$ cat config.mk
export PLATFORM = sky130hd
export DESIGN_NAME = bcd_updown_counter
export DESIGN_NICKNAME = d
export VERILOG_FILES = /design/src/rtl/bcd_updown_counter.sv
export SDC_FILE = /design/constraint.sdc
export NUM_CORES = 1
export LEC_CHECK = 0
export BUFFER_PORTS_ARGS = -buffer_cell sky130_fd_sc_hd__buf_2
export CAP_MARGIN = 40
export CORE_MARGIN = 5
export CORE_UTILIZATION = 35
export CTS_CLUSTER_DIAMETER = 120
export CTS_CLUSTER_SIZE = 28
export DETAILED_ROUTE_END_ITERATION = 16
export GPL_ROUTABILITY_DRIVEN = 1
export PLACE_DENSITY_LB_ADDON = 0.08
export SLEW_MARGIN = 20
export SYNTH_ARGS = -nofsm -noshare
export SYNTH_HDL_FRONTEND = slang
export SYNTH_SLANG_ARGS = --single-unit
$ cat constraint.sdc
create_clock -name clk -period 2.9 [get_ports clk]
set_clock_uncertainty 0.1 [all_clocks]
set_input_delay 0.58 -clock clk [delete_from_list [all_inputs] [get_ports clk]]
set_output_delay 0.58 -clock clk [all_outputs]
set_load 0.05 [all_outputs]
$ cat src/rtl/bcd_updown_counter.sv
`default_nettype none
// ============================================================================
// Module   : bcd_updown_counter
// Brief    : Multi-digit packed BCD up/down counter with synchronous load,
//            count enable, wrap/saturate mode, registered carry/borrow pulse
//            and a combinational limit flag.
// Revision : 1.0 - initial release
// ============================================================================
module bcd_updown_counter #(
   parameter int DIGITS = 4
) (
   input  logic                  clk,
   input  logic                  clear,
   input  logic                  en,
   input  logic                  up,
   input  logic                  sat,
   input  logic                  load,
   input  logic [4*DIGITS-1:0]   load_value,
   output logic [4*DIGITS-1:0]   count,
   output logic                  carry,
   output logic                  at_limit
);

   localparam logic [3:0] C_NINE = 4'd9;
   localparam logic [3:0] C_ZERO = 4'd0;
   localparam logic [3:0] C_ONE  = 4'd1;

   logic [4*DIGITS-1:0] count_q, count_d;
   logic                carry_q, carry_d;

   // Load data with every digit above 9 clamped to 9.
   logic [4*DIGITS-1:0] load_clamped;

   // Candidate next values for an up step and a down step.
   logic [4*DIGITS-1:0] inc_value;
   logic [4*DIGITS-1:0] dec_value;
   logic                all_nine;
   logic                all_zero;

   // Per-digit clamp of the load data so no illegal BCD digit can be stored.
   for (genvar k = 0; k < DIGITS; k++) begin : g_clamp
      assign load_clamped[4*k +: 4] = (load_value[4*k +: 4] > C_NINE) ?
                                      C_NINE : load_value[4*k +: 4];
   end

   // Ripple logic: a digit moves only when all lower digits sit at their limit.
   always_comb begin
      logic       lower_nine;
      logic       lower_zero;
      logic [3:0] dig;
      inc_value  = count_q;
      dec_value  = count_q;
      lower_nine = 1'b1;
      lower_zero = 1'b1;
      dig        = C_ZERO;
      for (int k = 0; k < DIGITS; k++) begin
         dig = count_q[4*k +: 4];
         if (lower_nine) begin
            inc_value[4*k +: 4] = (dig == C_NINE) ? C_ZERO : dig + C_ONE;
         end
         if (lower_zero) begin
            dec_value[4*k +: 4] = (dig == C_ZERO) ? C_NINE : dig - C_ONE;
         end
         lower_nine = lower_nine & (dig == C_NINE);
         lower_zero = lower_zero & (dig == C_ZERO);
      end
      all_nine = lower_nine;
      all_zero = lower_zero;
   end

   // Next-state selection: load beats enable; saturate holds at the limit.
   always_comb begin
      count_d = count_q;
      carry_d = 1'b0;
      if (load) begin
         count_d = load_clamped;
      end else if (en) begin
         if (up) begin
            if (all_nine) begin
               if (!sat) begin
                  count_d = inc_value;
                  carry_d = 1'b1;
               end
            end else begin
               count_d = inc_value;
            end
         end else begin
            if (all_zero) begin
               if (!sat) begin
                  count_d = dec_value;
                  carry_d = 1'b1;
               end
            end else begin
               count_d = dec_value;
            end
         end
      end
   end

   // State registers with asynchronous active-low clear.
   always_ff @(posedge clk or negedge clear) begin
      if (!clear) begin
         count_q <= '0;
         carry_q <= 1'b0;
      end else begin
         count_q <= count_d;
         carry_q <= carry_d;
      end
   end

   assign count    = count_q;
   assign carry    = carry_q;
   assign at_limit = up ? all_nine : all_zero;

endmodule
`default_nettype wire

==> results.cfg <==
[synthesis]
ys_types = 57
async_reset_ff_share_pct = 100
synth-seq-cells = 17
synth_edf_count = 0
avgSynthCellArea_sq_um = 8.79
synth_ff_type = dfrtp_1
yosys_warnings = 0
synth.yosys.seq_area_share_pct = 24.1
synth_nets = 223
netlist_area_sq_um = 1770
postSynthCellCount = 201

[detailed_routing]
drc = 0
viasPerCell = 5.52
drt_pass1_iterations = 4
wirelength_microns = 4670
drtIter0Drc = 83
avgRoutedWirePerCell_microns = 15.6
vias = 1657
antenna_left = 0

[sta]
post-route-min-period_ns = 2.78
period_share_pct = 95.9
fmax_mhz = 360
rsz0062_at_grt = no
fin_worst_hold_slack_ns = 0.143
tns_ns = 0
finalHoldViolations = 0
setup_viol = 0
slew_violations = 0
worst_pin_slew_ns = 0.455
slew_headroom_pct = 69.4

[placed_design]
port_buffers = 39
hpwl_microns = 3560
placed_area_sq_um = 2020
place_congestion = 0.733

[power]
pwr-share-seq_pct = 32.0
cellPowerDensity_nw_per_um2 = 644
combPwrFrac_pct = 54.1
vdd_drop_max_uv = 237
p_switching_w = 0.000667
p_clk_share_pct = 13.9
intPower_w = 0.000667
swShare_pct = 50.0
power.leakage_nw = 0.877

[floorplanning]
core_area_sq_um = 4820
ios = 40
die_h_microns = 81.0
num_rows = 25
start_util_pct = 36.7
die_x_microns = 81.0
die_area_sq_um = 6570

[cells_and_area]
multi_input_comb_area_sq_um = 1220
fin_util_pct = 43.0
nets = 256
fillers = 500
antenna_cells = 0
synthToLayoutAreaGrowth_pct = 17.1
register_area_sq_um = 427
finish.instance_area_sq_um = 2070
drive_gt1_share_pct = 31.3

[critical_path]
critPathArrivalTime_ns = 2.10
startpoint_type = flop
path_class = flop to output port
cp.required_ns = 2.22
end_kind = output port
critPathMaxFanout = 12

[cts]
clk_pin_slew_ns = 0.07
cts_buffers = 3
cts.path.max_buffers = 2
postCtsSetupRepairBufs = 0
cts_resized = 0
cts_sinks = 17
hold_buffers = 0
clock_latency_ns = 0.26
clock-root-buffer = clkbuf_8
cts_tree = done
htreeDepth = 1

[flow_run]
drv_cap = 0

[min_path]
hp-class = primary input to asynchronous set/reset pin

[global_routing]
grt.overflow.total = 0
grt_pass1_wl_microns = 7670
grt_max_degree = 25
antenna_found_initial = 0
grt.total_usage_pct = 14.8
grt_pass1_vias = 1631

[run_status]
status = finished clean
==> worst max-delay path, stage by stage, from the launching register on <==
cell,delay [ns]
dfrtp_1,0.51
or4_4,0.62
nor3_4,0.27
a22o_1,0.20
clkbuf_4,0.23
==> stage by stage <==
step	total power (W)	instances	worst slack, ns
final	0.00133	300	0.120
after global routing	0.00143	300	0.0240
after CTS	0.00135	300	0.0392
after detailed placement	0.00115	296	0.331
after global placement	0.00114	296	0.330
after floorplan	0.000986	201	0.172
==> cell usage in the layout, fill, tap and decap left out, types with 2 or more instances in the layout <==
cell      instances
nand3_1           9
nor2b_1           8
nor2_1           11
a211oi_1          2
and3b_1           2
buf_4             9
a31oi_4           3
mux2i_1           9
xnor2_1           7
mux2_1            8
o21bai_1          3
inv_1             6
a21boi_0          3
clkbuf_8          3
and4bb_1          2
o21ai_0          17
o22ai_1           4
a31oi_1           2
nor3_1            4
or3_1             3
or4_4             3
mux2_4            3
o31ai_1           4
buf_2            38
nand2_1          11
nand3b_1          8
dfrtp_1          16
a21oi_1           5
==> state kept, by name, indices dropped and copies added (netlist names) <==
name	count
count	16
carry	1
==> synth_stat cells (2+ instances only) <==
library cell  instances  area [sq um]
mux2_4                3          45.0
a211oi_1              2          15.0
a21oi_1               5          25.0
xnor2_1               7          61.3
inv_1                 6          22.5
nand3b_1              8          60.1
o31ai_1               4          30.0
nand2_1              11          41.3
and3b_1               2          17.5
nand3_1               9          45.0
o22ai_1               4          25.0
clkbuf_1              9          33.8
a21boi_0              3          22.5
dfrtp_1              17           425
a31oi_4               3          63.8
or4_4                 3          33.8
buf_2                 8          40.0
o21ai_0              17          85.1
or3_1                 3          18.8
nor3_1                4          20.0
and4bb_1              2          25.0
o21bai_1              3          22.5
nor2b_1               8          50.1
mux2i_1               9          90.1
mux2_1                8          90.1
a31oi_1               2          12.5
nor2_1               11          41.3
==> path summary, 6_finish.rpt <==
kind | depth (start not counted) | slack [ns] | start | to
min | 1 | 0.14 | clear | count[7]$_DFFE_PN0P_
max | 4 | 0.12 | count[5]$_DFFE_PN0P_ | at_limit
min in group clk | 3 | 0.48 | load_value[4] | count[4]$_DFFE_PN0P_
min reg2reg | 1 | 0.56 | count[11]$_DFFE_PN0P_ | count[11]$_DFFE_PN0P_
max reg2reg | 5 | 0.49 | count[5]$_DFFE_PN0P_ | count[7]$_DFFE_PN0P_
max in group asynchronous | 1 | 2.23 | clear | count[1]$_DFFE_PN0P_
==> per-layer routing <==
layer | wire [microns] | up-vias | track usage (%)
met5 | 0 | - | 0
met2 | 2340 | 33 | 25.5
met4 | 59 | 0 | 3.55
met3 | 207 | 9 | 3.55
li1 | - | 812 | -
met1 | 2070 | 803 | 18.5
==> cell type report <==
cell class	instances	share of cell area [%]
well taps	67	4.05
clock inverters	1	0.242
clock buffers	3	2.00
flip-flops and latches	17	20.6
inverters	6	1.09
multi-input cells	158	59.2
repair buffers	48	12.8
==> kinds of logic (layout without fill, tap and decap cells) <==
logic type	count (synthesis)	in the layout	share of synthesized area (%)
mux	21	21	13.4
buf+inv	26	58	6.59
compound gates	57	57	25.8
xor+xnor	7	7	3.47
simple gates	73	73	26.6
flops	17	17	24.1
==> power groups by stage <==
stage,registers [W],logic (W),clock network [W]
6_report,0.000426,0.000721,0.000186
5_1_grt,0.000442,0.000779,0.000208
4_1_cts,0.000424,0.000728,0.000195
3_5_place_dp,0.000428,0.000725,0
3_3_place_gp,0.000426,0.000712,0
2_1_floorplan,0.000542,0.000444,0
(Power assumes the default switching activity.)
